`config.mk`:
```
export PLATFORM = sky130hd
export DESIGN_NAME = mmio_io_ctrl
export DESIGN_NICKNAME = d
export VERILOG_FILES = /design/src/rtl/mmio_io_ctrl.sv
export SDC_FILE = /design/constraint.sdc
export NUM_CORES = 1
export LEC_CHECK = 0
export BUFFER_PORTS_ARGS = -buffer_cell sky130_fd_sc_hd__buf_2
export CAP_MARGIN = 20
export CORE_MARGIN = 8
export CORE_UTILIZATION = 60
export CTS_CLUSTER_SIZE = 24
export DETAILED_ROUTE_END_ITERATION = 8
export PLACE_DENSITY_LB_ADDON = 0.25
export SETUP_SLACK_MARGIN = 0.5
export SLEW_MARGIN = 15
export SYNTH_ARGS = -nofsm -noshare
export SYNTH_HDL_FRONTEND = slang
export SYNTH_SLANG_ARGS = --single-unit
```
`constraint.sdc`:
```
create_clock -name clk -period 4.4 [get_ports clk]
set_clock_uncertainty 0.15 [all_clocks]
set_input_delay 1.1 -clock clk [delete_from_list [all_inputs] [get_ports clk]]
set_output_delay 1.1 -clock clk [all_outputs]
set_load 0.05 [all_outputs]
```
`src/rtl/mmio_io_ctrl.sv`:
```
// MMIO controller for addresses 0xFB-0xFF: debounced pushbutton state
// register plus four raw 7-segment digit registers scanned onto the display.
module mmio_io_ctrl #(
  parameter int DEB_CYCLES   = 16,
  parameter int SCAN_CYCLES  = 1024,
  parameter int BLANK_CYCLES = 4
) (
  input  logic       clk,
  input  logic       rst,
  input  logic [7:0] addr,
  input  logic       we,
  input  logic [7:0] wdata,
  output logic       sel,
  output logic [7:0] rdata,
  input  logic [2:0] pb_in,
  output logic [7:0] seg,
  output logic [3:0] an
);

  localparam int DW = $clog2(DEB_CYCLES) + 1;
  localparam int SW = $clog2(SCAN_CYCLES);

  logic [2:0]    sync1;
  logic [2:0]    sync2;
  logic [2:0]    pb_state;
  logic [DW-1:0] deb_cnt [3];
  logic [7:0]    digit [4];
  logic [SW-1:0] slot_cnt;
  logic [1:0]    idx;
  logic          digit_hit;

  assign digit_hit = (addr[7:2] == 6'h3F);

  // Two-flop synchronizer for the asynchronous buttons
  always_ff @(posedge clk or posedge rst) begin
    if (rst) begin
      sync1 <= '0;
      sync2 <= '0;
    end else begin
      sync1 <= pb_in;
      sync2 <= sync1;
    end
  end

  // Per-button debouncer: accept a change only after it has been stable
  always_ff @(posedge clk or posedge rst) begin
    if (rst) begin
      pb_state <= '0;
      for (int i = 0; i < 3; i++) deb_cnt[i] <= '0;
    end else begin
      for (int i = 0; i < 3; i++) begin
        if (sync2[i] == pb_state[i]) begin
          deb_cnt[i] <= '0;
        end else if (deb_cnt[i] == DW'(DEB_CYCLES - 1)) begin
          pb_state[i] <= ~pb_state[i];
          deb_cnt[i]  <= '0;
        end else begin
          deb_cnt[i] <= deb_cnt[i] + 1'b1;
        end
      end
    end
  end

  // CPU stores into the digit registers; 0xFB and below are read-only
  always_ff @(posedge clk or posedge rst) begin
    if (rst) begin
      for (int i = 0; i < 4; i++) digit[i] <= 8'hFF;
    end else if (we && digit_hit) begin
      digit[addr[1:0]] <= wdata;
    end
  end

  // Slot timer and digit index for the display scan
  always_ff @(posedge clk or posedge rst) begin
    if (rst) begin
      slot_cnt <= '0;
      idx      <= '0;
    end else if (slot_cnt == SW'(SCAN_CYCLES - 1)) begin
      slot_cnt <= '0;
      idx      <= idx + 1'b1;
    end else begin
      slot_cnt <= slot_cnt + 1'b1;
    end
  end

  // Registered display drive: blank at slot start, then light one digit
  always_ff @(posedge clk or posedge rst) begin
    if (rst) begin
      an  <= 4'b1111;
      seg <= 8'hFF;
    end else if (slot_cnt < SW'(BLANK_CYCLES)) begin
      an  <= 4'b1111;
      seg <= 8'hFF;
    end else begin
      an  <= ~(4'b0001 << idx);
      seg <= digit[idx];
    end
  end

  assign sel = (addr >= 8'hFB);

  // Combinational read mux over the owned address window
  always_comb begin
    rdata = 8'h00;
    if (addr == 8'hFB) begin
      rdata = {5'b0, pb_state};
    end else if (digit_hit) begin
      rdata = digit[addr[1:0]];
    end
  end

endmodule

```
### Word level (Yosys, flattened, before mapping)

Index checks and enable logic that the tools add are counted.

| storage, ports and cells | value |
|---|---|
| register bits | 80 |
| bits of input ports | 22 |
| output and inout bits | 21 |
| word-level logic and storage cells | 70 |

| operators by class | value |
|---|---|
| $add $sub $neg | 5 |
| magnitude comparators | 5 |
| eq/ne operators | 9 |
| shift-type cells | 1 |
| mux-type cells | 20 |
| bitwise logic cells | 9 |
| reductions and logical operators | 5 |

Operator list:

| kind | count |
|---|---|
| $mux 8 | 8 |
| $bmux 8 s2 | 2 |
| $bwmux 32 | 1 |
| $mux 5 | 6 |
| $demux 8 s2 | 1 |
| $add 5x1->5 const B | 3 |
| $eq 5x4->1 const B | 3 |
| $add 10x1->10 const B | 1 |
| $eq 10x10->1 const B | 1 |
| $lt 10x3->1 const B | 1 |
| $mux 10 | 1 |
| $eq 8x8->1 const B | 1 |
| $ge 8x8->1 const B | 1 |
| $eq 6x6->1 const B | 1 |
| $ge 3x3->1 const B | 2 |
| $not 1->1 | 6 |
| $not 2->3 | 2 |
| $reduce_and 2->1 | 3 |
| $mux 4 | 1 |
| $not 4->4 | 1 |
| $shl 1x2->4 const A | 1 |
| $eq 1x1->1 | 3 |
| $lt 3x1->1 const B | 1 |
| $add 2x1->2 const B | 1 |
| $logic_and 1x1->1 | 2 |

### Logic depth before layout (Yosys ltp)

Gate-level depths: netlist of run 1.

| logic depth | value |
|---|---|
| word-level depth | 6 |
| mapped depth | 5 |
| gate-level depth less buffers | 4 |

### Worst setup path after synthesis of run 1

Ideal clock, no wire load.

| timing path | value |
|---|---|
| kind | input-to-output |
| start point | in addr[0] |
| end point | out rdata[2] |
| data arrival time | 2.445 ns |
| required time | 3.150 ns |
| slack | 0.705 ns |
| stages | 4 |
| buffers on the path | 1 |
| cells stage by stage | buf_2 -> mux4_2 -> nand2_1 -> a21oi_1 |

| between the ends | value |
|---|---|
| word-level cells in the longest chain between the ends | 6 |
| elaborated cells between the ends (all ways) | 7 |
| those cells by class | 1 x eq/ne; 5 x mux; 1 x bitwise |

Ends and longest elaborated chain:

| what | line | RTL |
|---|---|---|
| start: declaration | 10 | `input logic [7:0] addr,` |
| $not 2->3 (not written as such) | 108 | `rdata = digit[addr[1:0]];` |
| $bmux 8 s2 | 108 |  |
| $mux 8 (not written as such) (2 in a row) | 108 |  |
| $mux 8 | 107 | `end else if (digit_hit) begin` |
| $mux 8 (*) | 105 | `if (addr == 8'hFB) begin` |
| end: declaration | 14 | `output logic [7:0] rdata,` |

Mark *: on every way between the ends. The rest lies on a longest branch, timed or not. The select of a mux whose other input is x is not followed.

### Worst setup path after layout of run 1

| timing path | value |
|---|---|
| start point | in addr[0] |
| end point | out rdata[3] |

Same word-level chain as after synthesis.

==> metrics.log, run 1 <==
INFO  metric drt_first_iter_violations = 67
INFO  metric viasPerCell = 5.710
INFO  metric finish.instance_area = 4179 um^2
INFO  metric post_cts_setup_buffers = 0
INFO  metric cts_root_buf = sky130_fd_sc_hd__clkbuf_8
INFO  metric final.fill_count = 420
INFO  metric numCtsBuffers = 9
INFO  metric post_layout_nonfiller_instances = 393
INFO  metric clock_latency = 350 ps
INFO  metric power_leakage = 1.968 nW
INFO  metric start_util = 62.34%
INFO  metric post_synth_num_cell_types = 38
INFO  metric grt_antenna_before_repair = 0
INFO  metric cts_num_sinks = 80
INFO  metric clock.fmax = 277.4 MHz
INFO  metric synth-seq-area-share = 55.73%
INFO  metric first_global_vias = 2,326
INFO  metric yosys_register_bits = 80
INFO  metric drt-total-wl = 6.934 mm
INFO  metric worst_setup_hold_path_clk_slew = 70 ps
INFO  metric mappedNetlistNets = 296
INFO  metric dp_hpwl = around 4.7 mm
INFO  metric cts_resized = 0
INFO  metric layout.core_utilization = 70.58%
INFO  metric grt_pass1_wl = 11.51 mm
INFO  metric die_span_in_y = 94.43 um
INFO  metric worst_ep_required_time = 3150 ps
INFO  metric grtUsageTotal = 16.92%
INFO  metric layout_worst_path_cycle_share = about four fifths
INFO  metric routabilityCongestion = 0.7516
INFO  metric drt_pre_antenna_iters = 5
INFO  metric power_density = 350.4 nW/um^2
INFO  metric async_flop_share = between 90% and 100%
INFO  metric rsz0062_at_grt = no
INFO  metric floorplan_die_width = about 94 um
INFO  metric grt_max_degree = 45
INFO  metric hold_viol_final = 0
INFO  metric power = 1.464 mW
INFO  metric timing.slew.headroom = between 50 and 60%
INFO  metric maxUsedRoutingLayer = met4
INFO  metric dp_worst_setup_slack = 799.5 ps
INFO  metric max_slew_vio_count = 0
INFO  metric final.min_clock_period = 3605 ps
INFO  metric cp_slowest_cell = sky130_fd_sc_hd__mux4_2
INFO  metric num_vias = around 2,200
INFO  metric wl_met2 = about 3.4 mm
INFO  metric cp_cell_sequence = buf_2 -> mux4_2 -> and3_1 -> buf_2
INFO  metric min_path_type = flop to flop
INFO  metric worst-endpoint-arrival = 2350 ps
INFO  metric cp.buffers_inverters = 2
INFO  metric layout-drive-gt1-share = 53.77%
INFO  metric finalNetCount = roughly 340
INFO  metric synthToLayoutAreaGrowth = 13.22%
INFO  metric drv.max_cap_violation_count = 0
INFO  metric buffer_ports.inserted = 42
INFO  metric post_synth_inst_count = 266
INFO  metric drcViolationCount = 0
INFO  metric cpPeakStageDelay = ~540 ps
INFO  metric cts_tree = yes
INFO  metric drtAntennaViolNets = 0
INFO  metric final_hold_slack = 207.6 ps
INFO  metric ys.warnings.count = 0
INFO  metric place_inst = 377
INFO  metric wl_on_met1 = roughly 3.1 mm
INFO  metric endpoint_kind = output port
INFO  metric report.final.setup_viol = 0
INFO  metric rows = 28
INFO  metric syn-mean-instance-area = 13.88 um^2
INFO  metric die_area = 8917 um^2
INFO  metric clock_tree.htree_level_count = 3
INFO  metric fin_tns_setup = 0 ps
INFO  metric timing.final.ws_setup = roughly 800 ps
INFO  metric cell_repeated_most_along_the_worst_path = sky130_fd_sc_hd__buf_2
INFO  metric wl_met3 = ~300 um
INFO  metric multi_input_area = about 1600 um^2
INFO  metric synthFlopType = sky130_fd_sc_hd__dfstp_2
INFO  metric wire_per_inst = 17.64 um
INFO  metric setup.worst_path.class = primary input to output port
INFO  metric placeableCoreArea = 5921 um^2
INFO  metric run_status = finished clean
INFO  metric postPlaceCellArea = a little under 4000 um^2
INFO  metric synth_enable_flop_cells = 0
INFO  metric worst_slew_pin_slew = approximately 630 ps
INFO  metric netlist_area = 3691 um^2
INFO  metric critical_path.max_fanout = 13
INFO  metric antennaDiodeCount = 0
INFO  metric cp-start-kind = primary input
INFO  metric pin_count = 43
INFO  metric ctsLongestPathBuffers = 2
INFO  metric cts_hold_buf = 0
INFO  metric path_delay_family = multiplexers
INFO  metric grt_remaining_overflow = 0
INFO  metric vdd.ir_drop.worst = 0.3048 mV
INFO  metric area.sequential = 2057 um^2
[final timing paths]
kind	start	endpoint	slack [ps]	depth (start not counted)
max in group asynchronous	rst	digit[25]	2760	3
setup reg to reg	idx[0]	seg[2]	2560	2
min in group asynchronous	rst	deb_cnt[8]	510	2
hold reg to reg	sync1[1]	sync2[1]	210	0
setup / recovery	addr[0]	rdata[3]	800	4
hold / removal	sync1[1]	sync2[1]	210	0
[layer usage]
layer	up-vias	GRT usage (%)
met5	-	0
met4	0	7.133
met3	8	5.952
met2	46	26.25
met1	1149	21.04
li1	1041	-
[cell families after synthesis]
group           Yosys count  synth area share, %
flops                    80                55.73
fa+ha+maj                 8                2.712
mux                      54                20.78
compound gates           14                2.271
simple gates             80                13.02
buf+inv                  15                1.932
xor+xnor                 15                3.559
[cell usage after synthesis (3+ instances only)]
library cell              count  area share [%]
sky130_fd_sc_hd__nand2_1     13             1.3
sky130_fd_sc_hd__inv_1        7            0.71
sky130_fd_sc_hd__dfstp_2     44              31
sky130_fd_sc_hd__dfrtp_1     36              24
sky130_fd_sc_hd__xnor2_1      3            0.71
sky130_fd_sc_hd__and2_1       6             1.0
sky130_fd_sc_hd__nor2b_1      3            0.51
sky130_fd_sc_hd__xor2_1      12             2.8
sky130_fd_sc_hd__buf_2        6            0.81
sky130_fd_sc_hd__a21oi_1      4            0.54
sky130_fd_sc_hd__and3_1       8             1.4
sky130_fd_sc_hd__o21ai_0      6            0.81
sky130_fd_sc_hd__or2_2        8             1.4
sky130_fd_sc_hd__mux4_2      14             8.5
sky130_fd_sc_hd__nand3_1      9             1.2
sky130_fd_sc_hd__ha_1         8             2.7
sky130_fd_sc_hd__nor2_1      15             1.5
sky130_fd_sc_hd__mux2_2      37              11
[cells in the final DEF (no fill, tap or decap), drive strengths merged, types with 3 or more instances in the layout]
cell type  netlist  layout
dfstp           44      44
mux2            38      38
buf              8      44
and3             8       8
or2              8       8
nor2b            3       3
nand3           10      10
mux4            14      14
and2             7       7
ha               8       8
a21oi            4       4
inv              7       9
dfrtp           36      36
clkbuf           0      11
xor2            12      12
nand2           13      13
xnor2            3       3
nor4             3       3
o21ai            6       6
nor2            15      15
[state kept, by name, indices dropped and copies added (netlist names)]
name / flops
digit: 32
deb_cnt: 15
slot_cnt: 10
seg: 8
an: 4
pb_state: 3
sync1: 3
sync2: 3
idx: 2
[power breakdown]
group          internal (mW)  leakage [nW]  switching [mW]
clock network          0.297         0.110           0.270
logic                 0.0452         0.936          0.0588
registers              0.776         0.922          0.0173
[final cells by class]
| class | instances | share of cell area [%] |
|---|---|---|
| Clock inverter | 5 | 1.497 |
| Clock buffer | 11 | 3.623 |
| Timing Repair Buffer | 44 | 5.389 |
| Tap cell | 75 | 2.246 |
| Sequential cell | 80 | 49.22 |
| Inverter | 7 | 0.6287 |
| Multi-Input combinational cell | 171 | 37.40 |
Note: power is estimated with default switching activity, not from simulation.
==> run 2: changes to the inputs <==
--- a/config.mk
+++ b/config.mk
@@ -5,10 +5,11 @@
 export SDC_FILE = /design/constraint.sdc
 export NUM_CORES = 1
 export LEC_CHECK = 0
+export ABC_AREA = 1
 export BUFFER_PORTS_ARGS = -buffer_cell sky130_fd_sc_hd__buf_2
 export CAP_MARGIN = 20
 export CORE_MARGIN = 8
-export CORE_UTILIZATION = 60
+export CORE_UTILIZATION = 52
 export CTS_CLUSTER_SIZE = 24
 export DETAILED_ROUTE_END_ITERATION = 8
 export PLACE_DENSITY_LB_ADDON = 0.25
==> constraint.sdc (replaced) <==
create_clock -name clk -period 3.1 [get_ports clk]
set_clock_uncertainty 0.15 [all_clocks]
set_input_delay 0.775 -clock clk [delete_from_list [all_inputs] [get_ports clk]]
set_output_delay 0.775 -clock clk [all_outputs]
set_load 0.05 [all_outputs]
==> metrics.log, run 2 <==
INFO  metric run_status = finished clean
INFO  metric min_path_type = flop to flop
INFO  metric synth_largest_area_cell = sky130_fd_sc_hd__dfstp_2
INFO  metric synth.area.mux_share = 0%
INFO  metric sequentialPowerShare = 53.9%
INFO  metric post_synth_num_cell_types = 23
INFO  metric async_flop_share = 100.0%
INFO  metric drt_pre_antenna_iters = 5
INFO  metric layout.core_utilization = 64.36%
INFO  metric drv.max_cap_violation_count = 0
INFO  metric multi_input_area = 1635 um^2
INFO  metric finalNetCount = 547
INFO  metric synth_compound_gate_area_share = 5.343%
INFO  metric max_slew_vio_count = 0
INFO  metric first_global_vias = 3,140
INFO  metric timing.rr.end = seg[3]
INFO  metric power_density = 451.8 nW/um^2
INFO  metric final_common_cell = sky130_fd_sc_hd__nand2_1
INFO  metric final.min_clock_period = about 2600 ps
INFO  metric ys.warnings.count = 0
INFO  metric min-delay-start = sync1[1]
INFO  metric synth_top_family_by_area = simple AND/OR/NAND/NOR gates
INFO  metric clock_latency = around 350 ps
INFO  metric power.internal = about 1.6 mW
INFO  metric fin_tns_setup = 0 ps
INFO  metric critical_path.reg2reg.startpoint = slot_cnt[8]
INFO  metric synth_common_cells = 167 x sky130_fd_sc_hd__nand2_1, 57 x sky130_fd_sc_hd__nor2_1, 49 x sky130_fd_sc_hd__inv_1
INFO  metric synth_enable_flop_cells = 0
INFO  metric finish.instance_area = 4618 um^2
INFO  metric floorplan_die_width = 101.4 um
INFO  metric grt_max_degree = 81
INFO  metric dp_hpwl = approximately 5.9 mm
INFO  metric net-switching-power = 0.5089 mW
INFO  metric drcViolationCount = 0
INFO  metric worst-endpoint-arrival = between 1500 and 2000 ps
INFO  metric post_synth_fa_ha_maj_area_fraction = under 10%
INFO  metric antennaDiodeCount = 0
INFO  metric worstHoldPathCells = 0
INFO  metric clock.fmax = 386.9 MHz
INFO  metric placeableCoreArea = 7176 um^2
INFO  metric cts_hold_buf = 0
INFO  metric syn-mean-instance-area = 8.283 um^2
INFO  metric largest_register = digit
INFO  metric worst_setup_hold_path_clk_slew = 80 ps
INFO  metric synthToLayoutAreaGrowth = 21.73%
INFO  metric layout-drive-gt1-share = 27.20%
INFO  metric yosys.cell_count.top_type = sky130_fd_sc_hd__nand2_1
INFO  metric start_util = 52.87%
INFO  metric grtUsageTotal = 18.09%
INFO  metric netlist_area = 3794 um^2
INFO  metric cp-start-kind = primary input
INFO  metric post_synth_inst_count = 458
INFO  metric worst_r2r_path_depth = 5
INFO  metric mostFrequentLayoutCells = 159 x sky130_fd_sc_hd__nand2_1, 52 x sky130_fd_sc_hd__nor2_1, 45 x sky130_fd_sc_hd__inv_1, 44 x sky130_fd_sc_hd__dfstp_2, 36 x sky130_fd_sc_hd__dfrtp_1
INFO  metric postPlaceCellArea = 4170 um^2
INFO  metric rsz0062_at_grt = yes
INFO  metric yosys_register_bits = 80
INFO  metric num_vias = between 3,000 and 4,000
INFO  metric grt_remaining_overflow = 0
INFO  metric die_area = 10,290 um^2
INFO  metric timing.slew.headroom = just over 60%
INFO  metric biggestRegsByFlops = digit x32, deb_cnt x15, slot_cnt x10
INFO  metric mappedNetlistNets = 488
INFO  metric final_hold_slack = 205.4 ps
INFO  metric share_comb_of_total_power = 8.8%
INFO  metric yosys.area.top_type_share = 30.47%
INFO  metric numCtsBuffers = 9
INFO  metric rrSetupSlack = between 1000 and 1500 ps
INFO  metric ctsLongestPathBuffers = 2
INFO  metric final.fill_count = 593
INFO  metric report.final.setup_viol = 0
INFO  metric synthFlopType = sky130_fd_sc_hd__dfstp_2
INFO  metric cts_root_buf = sky130_fd_sc_hd__clkbuf_8
INFO  metric critical_path.max_fanout = 6
INFO  metric synth_simple_gate_area_share = 30.15%
INFO  metric power.share.clock = between 30 and 40%
INFO  metric largest_register_ff_count = 32
INFO  metric post_synth_xor_area_fraction = 2.309%
INFO  metric rows = 31
INFO  metric routabilityCongestion = 0.8399
INFO  metric endpoint_kind = output port
INFO  metric buffer_ports.inserted = between 40 and 50
INFO  metric hold_path_end = sync2[1]
INFO  metric vdd.ir_drop.worst = 0.2564 mV
INFO  metric layout_worst_path_cycle_share = 83.37%
INFO  metric setup.worst_path.class = primary input to output port
INFO  metric wire_per_inst = 14.20 um
INFO  metric grt_pass1_wl = 14.48 mm
INFO  metric synth.top_cells.by_area = sky130_fd_sc_hd__dfstp_2 30%, sky130_fd_sc_hd__dfrtp_1 24%, sky130_fd_sc_hd__nand2_1 17%, sky130_fd_sc_hd__nor2_1 5.6%, sky130_fd_sc_hd__inv_1 4.8%
INFO  metric netSwitchingFraction = 24.39%
INFO  metric drt-total-wl = 8.819 mm
INFO  metric drt_first_iter_violations = 180
INFO  metric area.sequential = just over 2000 um^2
INFO  metric worst_ep_required_time = 2170 ps
INFO  metric die_span_in_y = between 100 and 150 um
INFO  metric worst_slew_pin_slew = 587.0 ps
INFO  metric hold_viol_final = 0
INFO  metric power_leakage = around 2.2 nW
INFO  metric cts_num_sinks = 80
INFO  metric grt_antenna_before_repair = 0
INFO  metric clock_tree.htree_level_count = 3
INFO  metric synth-seq-area-share = 54.22%
INFO  metric cts_tree = yes
INFO  metric drtAntennaViolNets = 0
INFO  metric viasPerCell = 5.064
INFO  metric pin_count = 43
run 2: changes by cell type in the layout (fill, tap and decap cells not counted), sizes merged, moves of 11 or more:
cell	change
o21ai	+13
mux4	-14
nand2	+158
nor2	+47
nand3	+11
inv	+39
mux2	-38
run 2: layout make-up:
type | instances | share of cell area [%]
Clock inverter | 5 | 1.192
Multi-Input combinational cell | 325 | 35.41
Inverter | 49 | 4.443
Sequential cell | 80 | 44.54
Timing Repair Buffer | 52 | 8.453
Clock buffer | 11 | 3.278
Tap cell | 99 | 2.682
run 2: layer usage:
layer,share of wire [%],vias to the layer above,global-route usage [%],routed length [um]
li1,-,1546,-,-
met1,43,1464,23.17,3803
met2,47,116,28.69,4175
met3,7.1,19,3.368,630
met4,2.4,0,9.049,208
met5,0,-,0,0
run 2: power groups by stage:
stage	registers (mW)	logic, mW	clock network, mW
3_3_place_gp	1.14	0.154	0
2_1_floorplan	1.15	0.0844	0
6_report	1.12	0.184	0.777
4_1_cts	1.12	0.175	0.799
3_5_place_dp	1.14	0.158	0
5_1_grt	1.13	0.205	0.838
run 2: how the worst max path moves through the flow:
stage / startpoint / to / depth (start not counted) / slack, ps
after floorplan: addr[7] / rdata[3] / 4 / 240
after global placement: addr[0] / rdata[5] / 9 / 320
after detailed placement: addr[0] / rdata[3] / 9 / 270
after CTS: addr[0] / rdata[7] / 9 / 500
after global routing: addr[1] / rdata[1] / 6 / 480
final: addr[0] / rdata[5] / 8 / 520
run 2: worst max-delay path: stages:
cell,delay [ps]
sky130_fd_sc_hd__buf_12,130
sky130_fd_sc_hd__nor2_4,110
sky130_fd_sc_hd__buf_6,140
sky130_fd_sc_hd__nand2_2,50
sky130_fd_sc_hd__o21ai_2,50
sky130_fd_sc_hd__nor2_1,50
sky130_fd_sc_hd__nor2_1,170
sky130_fd_sc_hd__buf_6,190
run 2: kinds of logic after synthesis:
kind of cell             count (synthesis)
adder cells (fa/ha/maj)                  8
AND/OR/NAND/NOR                        269
buffers and inverters                   54
flip-flops                              80
AO/OA/AOI/OAI                           37
XOR/XNOR                                10
run 2: what timing repair did:
item	CTS	global route
gates resized for setup	39	27
gates cloned	1	0
buffers inserted	3	2
pin swaps	7	12
endpoints found under the setup margin	9	9
hold endpoints to repair	0	0
run 2: stage by stage:
stage                     total power [mW]  std cells  setup WS, ps
final                                2.087        621         515.5
after floorplan                      1.239        458         241.1
after detailed placement             1.301        599         272.5
after CTS                            2.098        619         502.8
after global placement               1.294        599         317.8
after global routing                 2.173        621         475.7
